<file path="src/rtl/fifo_sync_circular.sv">
// Single-clock circular FIFO with show-ahead or registered-read output,
// almost-full/almost-empty thresholds, occupancy count, flush and sticky error flags.
module fifo_sync_circular #(
    parameter int unsigned DEPTH     = 16,
    parameter int unsigned WIDTH     = 8,
    parameter int unsigned FWFT      = 0,
    parameter int unsigned AF_THRESH = DEPTH - 2,
    parameter int unsigned AE_THRESH = 2
) (
    input  logic                         clk,
    input  logic                         rst_in,
    input  logic                         flush_in,
    input  logic                         write_in,
    input  logic [WIDTH-1:0]             data_write_in,
    input  logic                         read_in,
    output logic [WIDTH-1:0]             data_read_out,
    output logic                         full_out,
    output logic                         empty_out,
    output logic                         almost_full_out,
    output logic                         almost_empty_out,
    output logic [$clog2(DEPTH):0]       count_out,
    output logic                         overflow_out,
    output logic                         underflow_out
);

    localparam int unsigned ADDR_W = $clog2(DEPTH);
    localparam int unsigned PTR_W  = ADDR_W + 1;
    localparam logic [ADDR_W:0] AF_C = PTR_W'(AF_THRESH);
    localparam logic [ADDR_W:0] AE_C = PTR_W'(AE_THRESH);

    logic [WIDTH-1:0]  mem_q [DEPTH];
    logic [ADDR_W:0]   wptr_q, wptr_d;
    logic [ADDR_W:0]   rptr_q, rptr_d;
    logic [ADDR_W:0]   count;
    logic              ovf_q, ovf_d;
    logic              udf_q, udf_d;
    logic              full, empty;
    logic              wr_acc, rd_acc;
    logic [ADDR_W-1:0] waddr, raddr;

    assign waddr = wptr_q[ADDR_W-1:0];
    assign raddr = rptr_q[ADDR_W-1:0];
    assign count = wptr_q - rptr_q;
    // Full: same slot address, opposite lap (wrap bit differs).
    assign full  = (wptr_q[ADDR_W] != rptr_q[ADDR_W]) && (waddr == raddr);
    assign empty = (wptr_q == rptr_q);

    assign full_out         = full;
    assign empty_out        = empty;
    assign count_out        = count;
    assign almost_full_out  = (count >= AF_C);
    assign almost_empty_out = (count <= AE_C);
    assign overflow_out     = ovf_q;
    assign underflow_out    = udf_q;

    // Next-state for pointers and error flags; flush overrides traffic.
    always_comb begin
        wr_acc = 1'b0;
        rd_acc = 1'b0;
        wptr_d = wptr_q;
        rptr_d = rptr_q;
        ovf_d  = ovf_q;
        udf_d  = udf_q;
        if (flush_in) begin
            wptr_d = '0;
            rptr_d = '0;
            ovf_d  = 1'b0;
            udf_d  = 1'b0;
        end else begin
            wr_acc = write_in && !full;
            rd_acc = read_in && !empty;
            wptr_d = wptr_q + PTR_W'(wr_acc);
            rptr_d = rptr_q + PTR_W'(rd_acc);
            ovf_d  = ovf_q || (write_in && full);
            udf_d  = udf_q || (read_in && empty);
        end
    end

    always_ff @(posedge clk) begin
        if (rst_in) begin
            wptr_q <= '0;
            rptr_q <= '0;
            ovf_q  <= 1'b0;
            udf_q  <= 1'b0;
        end else begin
            wptr_q <= wptr_d;
            rptr_q <= rptr_d;
            ovf_q  <= ovf_d;
            udf_q  <= udf_d;
        end
    end

    // Storage is intentionally not reset.
    always_ff @(posedge clk) begin
        if (!rst_in && wr_acc) begin
            mem_q[waddr] <= data_write_in;
        end
    end

    if (FWFT != 0) begin : g_show_ahead
        assign data_read_out = empty ? '0 : mem_q[raddr];
    end else begin : g_registered
        logic [WIDTH-1:0] rdata_q;
        always_ff @(posedge clk) begin
            if (rst_in) begin
                rdata_q <= '0;
            end else if (rd_acc) begin
                rdata_q <= mem_q[raddr];
            end
        end
        assign data_read_out = rdata_q;
    end

endmodule

</file>
<file path="config.mk">
export PLATFORM = sky130hd
export DESIGN_NAME = fifo_sync_circular
export DESIGN_NICKNAME = d
export VERILOG_FILES = /design/src/rtl/fifo_sync_circular.sv
export SDC_FILE = /design/constraint.sdc
export NUM_CORES = 1
export LEC_CHECK = 0
export CORE_MARGIN = 4
export CORE_UTILIZATION = 45
export CTS_CLUSTER_SIZE = 8
export DETAILED_ROUTE_END_ITERATION = 10
export GPL_ROUTABILITY_DRIVEN = 0
export SYNTH_ARGS = -nofsm -noshare
export SYNTH_HDL_FRONTEND = slang
export SYNTH_SLANG_ARGS = --single-unit
</file>
<file path="constraint.sdc">
create_clock -name clk -period 3.3 [get_ports clk]
set_input_delay 0.66 -clock clk [delete_from_list [all_inputs] [get_ports clk]]
set_output_delay 0.66 -clock clk [all_outputs]
set_load 0.05 [all_outputs]
</file>
==> run summary, run 1 <==
Via Count = 2,992
Share of post-route cells with drive strength above 1 = 17.5%
Total congestion overflow = 0
Initial antenna violation count = 0
Clock power frac = 42.3%
Die X-Extent = 124 microns
Synth top area share = 63.2%
Startpoint Class = flop
Internal Power = 3.04 mW
Worst-path clk slew = 0.06 ns
Ys Warns = 0
Least-Margin Pin Slew = 0.615 ns
Final wirelength = 11.4 mm
CTS buffer count = 17
Hold path depth = 1
PD cells = 530 mW/mm^2
First-pass iteration count of the detailed router = 4
Setup Viol. Count Final = 0
Pre-CTS setup slack = 0.533 ns
Min-delay src = data_read_out[3]
Pins over their slew limit = 0
Crit path DAT = 2.44 ns
Setup crit end kind = primary output
Layout area overhead = 18.2%
Pin count of the biggest net entering global routing = 34
DRT iter0 DRCs = 149
PortBufs = 31
Fin crit period = 3.10 ns
CP required = 2.64 ns
Final hold vios = 0
Number of global-route vias before repair = 3,116
Status = finished clean
Mapped Cells = 314
First-pass GRT wire length = 18.2 mm
Setup slack, reg-to-reg = 0.94 ns
Core box area = 0.0132 sq mm
Async SR Flop Fraction = 0%
R2R cell count = 7
Antenna Nets Post-Route = 0
Sequential share of power = 53.6%
Hold Path Sink = data_read_out[3]
Sequential-to-total area share from yosys stat = 69.8%
# IOs = 32
CTS tree = built
DRC violations left = 0
Nets = 392
EDFF count, synth = 128
CP max FO = 18
Top post-synthesis cells by area = edfxtp_1, mux4_1, dfxtp_1
Synth Register Bits = 148
Number of max-cap violations = 0
Ys flop type = edfxtp_1
Final HPWL DP = 7.27 mm
Fin Setup TNS = 0 ns
Hold Crit Class = flop to flop
Clock Latency Late Sink = 0.41 ns
Reg2reg end = mem_q[0][2]
Mapped Nets = 336
Clk sinks = 148
H-tree depth = 4
Combinational Power Share = 4.0%
FF-to-FF Start = rptr_q[1]
DIE AREA = 0.0154 sq mm
Fmax = 322 MHz
Root buf cell = clkbuf_16
Leakage power = 2.53 nW
Routed len/inst = 20.5 microns
NetSw = 0.766 mW
RSZ-0062 raised after global routing = no
Via/cell ratio = 5.35
Clk buf depth = 2
Switching Share = 20.1%
VDD IR-drop max = 0.367 mV
Avg Cell Area, Syn = 19.4 sq um
Critical path class = flop to primary output
Slew margin rel. = 59.0%
Die height = 124 microns
Mapped Area = 0.00608 sq mm
Netlist cell types = 40
Antenna cells = 0
PnR worst setup slack = 0.196 ns
Period Utilization, post-route = 94.1%
Initial core utilization = 45.9%
Fin util = 54.3%
Tot GR Track Use = 16.0%
Setup Skew = 0.00687 ns
Post-synth top area cell = edfxtp_1
# rows = 42
## cell families (layout without fill, tap and decap cells)
logic type,after synthesis,after routing,synth area share (%)
multiplexers,46,46,15.6
flip-flops,148,148,69.8
AND/OR/NAND/NOR,51,51,4.24
adder cells (fa/ha/maj),9,9,1.98
XOR/XNOR,10,10,1.56
buffers and inverters,19,88,2.65
AO/OA/AOI/OAI,31,31,4.14
## critical path, stage by stage (launching register included)
cell,delay (ns)
dfxtp_2,0.34
bufinv_8,0.30
ha_1,0.29
nor2b_1,0.14
o21a_1,0.17
or3_1,0.35
a211oi_2,0.28
buf_12,0.18
## how the worst max path moves through the flow
stage               depth (start not counted)          endpoint  startpoint  slack (ns)
floorplan                                   7   almost_full_out   rptr_q[3]       0.001
global placement                            7  almost_empty_out   rptr_q[1]        0.56
detailed placement                          7  almost_empty_out   rptr_q[1]        0.53
CTS                                         7  almost_empty_out   rptr_q[1]        0.07
global route                                7  almost_empty_out   rptr_q[1]        0.07
finish                                      7  almost_empty_out   rptr_q[1]        0.20
## final cells by class
class,count,area (sq um)
clock buffer,24,452
timing repair buffer,49,513
tap,176,220
fill,1075,6050
sequential,148,4250
multi-input combinational,147,1680
clock inverter,8,36.3
inverter,7,40.0
## through the flow
step                      std cells  hold WS, ns  instance area (sq um)  power (mW)
after floorplan                 314        0.569                   6090        2.16
after global placement          527        0.436                   6700        2.23
after detailed placement        527        0.438                   6700        2.24
after CTS                       559        0.451                   7190        3.85
after global routing            559        0.461                   7190        3.95
final                           559        0.446                   7190        3.81
## routing by layer
metal / track usage (%) / up-vias / share of wire [%]
li1: - / 1390 / -
met1: 20.4 / 1517 / 44
met2: 25.4 / 63 / 50
met3: 5.15 / 22 / 4.1
met4: 6.58 / 0 / 2.3
met5: 0 / - / 0
## repair_timing
| item | CTS | global route |
|---|---|---|
| hold buffers | 0 | 0 |
| gates resized for setup | 0 | 1 |
| endpoints found under the setup margin | 0 | 1 |
| buffers inserted | 0 | 0 |
## placed cells by master, fill, tap and decap left out, drive strengths merged
master	n
nand2	5
clkbuf	24
dfxtp	20
edfxtp	128
nand2b	2
a21o	9
or2	1
nand3	4
a41o	1
bufinv	1
nor2	23
o21ai	1
a211oi	1
o22ai	7
or3	1
and2	5
nor3	4
ha	8
xor2	5
o2111ai	2
clkinv	8
xnor2	5
fa	1
mux4	32
mux2i	14
nor2b	1
o21a	3
inv	6
nand4	3
nand4b	2
a211o	1
clkdlybuf4s50	23
buf	26
a21oi	6
## sequential cells by signal, summed over array words and instances, names as in the netlist
name and count:
underflow_out 1, rptr_q 5, mem_q 128, data_read_out 8, wptr_q 5, overflow_out 1
## power groups by stage
stage	registers (mW)	clock network, mW	logic (mW)
5_1_grt	2.04	1.74	0.164
4_1_cts	2.04	1.66	0.156
6_report	2.04	1.61	0.153
2_1_floorplan	2.09	0	0.0712
3_5_place_dp	2.08	0	0.155
3_3_place_gp	2.08	0	0.152
## cell usage after synthesis, types with 2 or more instances
| master | n |
|---|---|
| dfxtp_1 | 20 |
| edfxtp_1 | 128 |
| nor3_1 | 4 |
| mux4_2 | 8 |
| a21o_1 | 9 |
| and2_1 | 5 |
| ha_1 | 8 |
| a21oi_1 | 5 |
| nand4b_1 | 2 |
| xor2_1 | 4 |
| buf_12 | 3 |
| mux2i_1 | 14 |
| mux4_1 | 24 |
| nor2_1 | 22 |
| buf_6 | 2 |
| o2111ai_4 | 2 |
| o22ai_1 | 7 |
| nand3_1 | 4 |
| nand4_1 | 2 |
| xnor2_1 | 5 |
| nand2b_1 | 2 |
| clkbuf_1 | 5 |
| inv_1 | 6 |
| o21a_1 | 3 |
| nand2_1 | 5 |
Note: power is estimated with default switching activity, not from simulation.
==> run 2: changes to the inputs <==
Settings changed: DONT_BUFFER_PORTS from default to 1.
==> run summary, run 2 (same netlist as run 1, synthesis figures left out) <==
Slew margin rel. = 60.3%
Root buf cell = clkbuf_16
Final hold vios = 0
Worst-path clk slew = 0.06 ns
Antenna Nets Post-Route = 0
Fin Setup TNS = 0 ns
Placed inst area = 0.00638 sq mm
DIE AREA = 0.0154 sq mm
Largest delay share family, worst path = simple AND/OR/NAND/NOR gates
CTS buffer count = 17
Clk sinks = 148
Pin count of the biggest net entering global routing = 34
Core box area = 0.0132 sq mm
Layout Cells excl Fill = 535
Fill cell count = 1,083
DRC violations left = 0
Via Count = 2,911
Period Utilization, post-route = 96.1%
Power Total = 4.08 mW
RSZ-0062 raised after global routing = no
Number of buffers and inverters on the critical path = 2
CTS tree = built
Startpoint Class = flop
First-pass GRT wire length = 18.0 mm
Slowest CP cell = dfxtp_1
Reg with most FFs = mem_q
Cells along the critical path = bufinv_8 -> ha_1 -> nor2b_1 -> o21a_1 -> or3_1 -> a211oi_2 -> buf_6
Commonest non-fill, non-tap cell in the layout = edfxtp_1
Initial core utilization = 45.9%
Antenna cells = 0
Pins over their slew limit = 0
VDD IR-drop max = 0.369 mV
Register area = 0.00425 sq mm
PD cells = 585 mW/mm^2
Status = finished clean
H-tree depth = 4
# IOs = 32
Hold buffers post-CTS = 0
Worst path max stage delay = 0.40 ns
PortBufs = 0
Hold Crit Class = primary input to flop
Layout area overhead = 14.8%
Clk buf depth = 2
Cell area after layout = 0.00698 sq mm
Crit path DAT = 2.51 ns
Most frequent cells in the layout = edfxtp_1, buf_4, mux4_1
First-pass iteration count of the detailed router = 5
CP max FO = 18
Setup Viol. Count Final = 0
Least-Margin Pin Slew = 0.595 ns
Placed insts = 504
Via/cell ratio = 5.44
Fmax = 315 MHz
Number of max-cap violations = 0
Fin crit period = 3.17 ns
Share of post-route cells with drive strength above 1 = 20.1%
Die height = 124 microns
Final wirelength = 11.5 mm
Setup Skew = 0.0110 ns
Final HPWL DP = 7.27 mm
Nets = 369
Critical path class = flop to primary output
Routed len/inst = 21.5 microns
Number of global-route vias before repair = 3,094
Tot GR Track Use = 15.8%
DRT iter0 DRCs = 188
Total congestion overflow = 0
# rows = 42
CP required = 2.64 ns
Initial antenna violation count = 0
Clock Latency Late Sink = 0.41 ns
Largest register FFs = 128
Post-CTS Repair Setup Buffers = 0
Die X-Extent = 124 microns
Leakage power = 2.47 nW
Multi-input gate area = 0.00168 sq mm
Setup crit end kind = primary output
## run 2: cell count changes in the layout (fill, tap and decap cells not counted), sizes merged
cell | previous run | this run
bufinv | 1 | 5
clkbuf | 24 | 19
clkinvlp | 0 | 2
clkinv | 8 | 6
clkdlybuf4s50 | 23 | 0
## run 2: metrics by stage
step                      hold WS (ns)  setup WS [ns]  util (%)
final                            0.338          0.130      52.7
after global placement           0.562          0.606      48.2
after global routing             0.322        0.00107      52.7
after floorplan                  0.569        0.00102         -
after detailed placement         0.577          0.558      48.2
after CTS                        0.324          0.100      52.7
## run 2: what timing repair did
item                       CTS  global route
resized for setup            0             2
hold endpoints to repair     0             0
setup endpoints to repair    0             2
## run 2: layer usage
metal	vias to the layer above	routed length, microns	global-route usage, %
li1	1338	-	-
met1	1501	4840	19.5
met2	59	5890	26.2
met3	13	628	5.20
met4	0	163	5.22
met5	-	0	0
## run 2: worst paths after layout
kind / from / endpoint / slack (ns) / cells past startpoint
max: rptr_q[1] / almost_empty_out / 0.13 / 7
min: data_write_in[3] / mem_q[2][3] / 0.34 / 0
max reg2reg: rptr_q[1] / mem_q[0][5] / 0.76 / 7
min reg2reg: rptr_q[3] / rptr_q[3] / 0.60 / 3
## run 2: area by class of cell
| class | instances | share of cell area (%) |
|---|---|---|
| clock buffer | 19 | 6.20 |
| clock inverter | 12 | 2.33 |
| inverter | 7 | 0.573 |
| multi-input combinational | 147 | 24.1 |
| sequential | 148 | 60.8 |
| tap | 176 | 3.15 |
| timing repair buffer | 26 | 2.85 |
## run 2: worst register-to-register path, cell delays in order (launching register included)
cell	delay, ns
dfxtp_1	0.40
bufinv_8	0.28
ha_1	0.32
nand4_2	0.22
o21a_1	0.25
nand4b_1	0.27
nor3_1	0.27
buf_4	0.25
## run 2: power by group
part	switching (mW)	internal, mW	leakage [nW]
combinational	0.0551	0.0338	0.866
sequential	0.0137	2.04	1.31
clock	0.692	1.25	0.287
==> run 3: changes to the inputs <==
Settings changed: PLACE_DENSITY from default to 0.66.
Clock period 3.3 ns to 3.65 ns, I/O delays scaled along.
==> run summary, run 3 (same netlist as run 1, synthesis figures left out) <==
R2R cell count = 7
Share of post-route cells with drive strength above 1 = 20.3%
Initial core utilization = 45.9%
Cells along the critical path = bufinv_8 -> ha_1 -> nor2b_1 -> o21a_1 -> or3_1 -> a211oi_2 -> buf_4
DRT iter0 DRCs = 220
PortBufs = 0
Worst Setup SP = rptr_q[1]
Tot GR Track Use = 16.9%
VDD IR-drop max = 0.416 mV
Post-CTS Repair Setup Buffers = 0
H-tree depth = 4
DIE AREA = 0.0154 sq mm
# rows = 42
Fmax = 306 MHz
Reg2reg end = mem_q[8][6]
Least-Margin Pin Slew = 0.670 ns
Power Total = 3.73 mW
Pin count of the biggest net entering global routing = 34
Reg with most FFs = mem_q
Nets = 368
Critical path class = flop to primary output
Via/cell ratio = 5.65
Hold Path Sink = mem_q[13][1]
Worst-path clk slew = 0.06 ns
Antenna cells = 0
Slowest CP cell = dfxtp_1
Post-cts gate resize count = 0
CP required = 2.92 ns
Hold buffers post-CTS = 0
Most frequent cells in the layout = edfxtp_1, buf_4, mux4_1
Largest register FFs = 128
DRC violations left = 0
Final hold vios = 0
Clock Latency Late Sink = 0.42 ns
Slew margin rel. = 55.3%
RSZ-0062 raised after global routing = no
Multi-input gate area = 0.00168 sq mm
Root buf cell = clkbuf_16
Initial antenna violation count = 0
Die X-Extent = 124 microns
CP max FO = 18
Commonest non-fill, non-tap cell in the layout = edfxtp_1
Register area = 0.00425 sq mm
Layout area overhead = 15.0%
Setup crit end kind = primary output
Period Utilization, post-route = 89.7%
Leakage power = 2.47 nW
Startpoint Class = flop
Setup Skew = 0.00830 ns
Via Count = 3,024
Hold Crit Class = primary input to flop
FF-to-FF Start = rptr_q[1]
CTS tree = built
First-pass GRT wire length = 19.4 mm
Pins over their slew limit = 0
Clk sinks = 148
Hold path depth = 0
CTS buffer count = 17
Fin util = 52.8%
Number of max-cap violations = 0
Crit path DAT = 2.54 ns
Clk buf depth = 2
Status = finished clean
Die height = 124 microns
# IOs = 32
PD cells = 534 mW/mm^2
Fill cell count = 1,067
Core box area = 0.0132 sq mm
Min-delay src = data_write_in[1]
Fin Setup TNS = 0 ns
Routed len/inst = 22.9 microns
Setup Viol. Count Final = 0
Final HPWL DP = 7.78 mm
First-pass iteration count of the detailed router = 4
Setup slack, reg-to-reg = 0.90 ns
Worst path max stage delay = 0.39 ns
Fin crit period = 3.27 ns
Number of global-route vias before repair = 3,195
Antenna Nets Post-Route = 0
Final wirelength = 12.2 mm
Total congestion overflow = 0
## run 3: cell count changes in the layout (fill, tap and decap cells not counted), sizes merged
cell,previous run,this run
clkinv,6,1
buf,26,25
clkinvlp,2,3
bufinv,5,4
clkbuf,19,22
inv,6,9
## run 3: where the power goes
part / switching [mW] / internal, mW
registers: 0.0127 / 1.84
clock network: 0.663 / 1.13
logic: 0.0502 / 0.0288
## run 3: worst max-delay path by stage
| stage | cells past startpoint | to | slack, ns |
|---|---|---|---|
| finish | 7 | almost_empty_out | 0.38 |
| global route | 6 | count_out[3] | 0.25 |
| CTS | 7 | almost_empty_out | 0.37 |
| detailed placement | 7 | almost_empty_out | 0.82 |
| global placement | 7 | almost_empty_out | 0.88 |
| floorplan | 7 | almost_full_out | 0.28 |
## run 3: layout make-up
cell class | count | area share (%)
flip-flops and latches | 148 | 60.7
inverters | 7 | 0.573
clock inverters | 10 | 2.06
well taps | 176 | 3.15
repair buffers | 25 | 2.68
multi-input cells | 147 | 24.0
clock buffers | 22 | 6.78
## run 3: metal layers
| metal | track usage (%) | wire length, microns |
|---|---|---|
| met1 | 22.3 | 5270 |
| met2 | 26.6 | 6050 |
| met3 | 5.15 | 712 |
| met4 | 6.00 | 193 |
| met5 | 0 | 0 |
## run 3: critical path, delay by kind of cell, from the launching register on
kind / cells / cell delay (ns)
simple gates: 2 / 0.50
compound gates: 2 / 0.41
flops: 1 / 0.39
fa+ha+maj: 1 / 0.32
buf+inv: 2 / 0.51
## run 3: through the flow
stage | hold WS (ns) | instances | setup WS, ns | cell area (sq um)
after floorplan | 0.569 | 314 | 0.281 | 6090
after global placement | 0.583 | 503 | 0.878 | 6370
after detailed placement | 0.602 | 503 | 0.823 | 6370
after CTS | 0.388 | 535 | 0.369 | 6990
after global routing | 0.377 | 535 | 0.248 | 6990
final | 0.403 | 535 | 0.377 | 6990
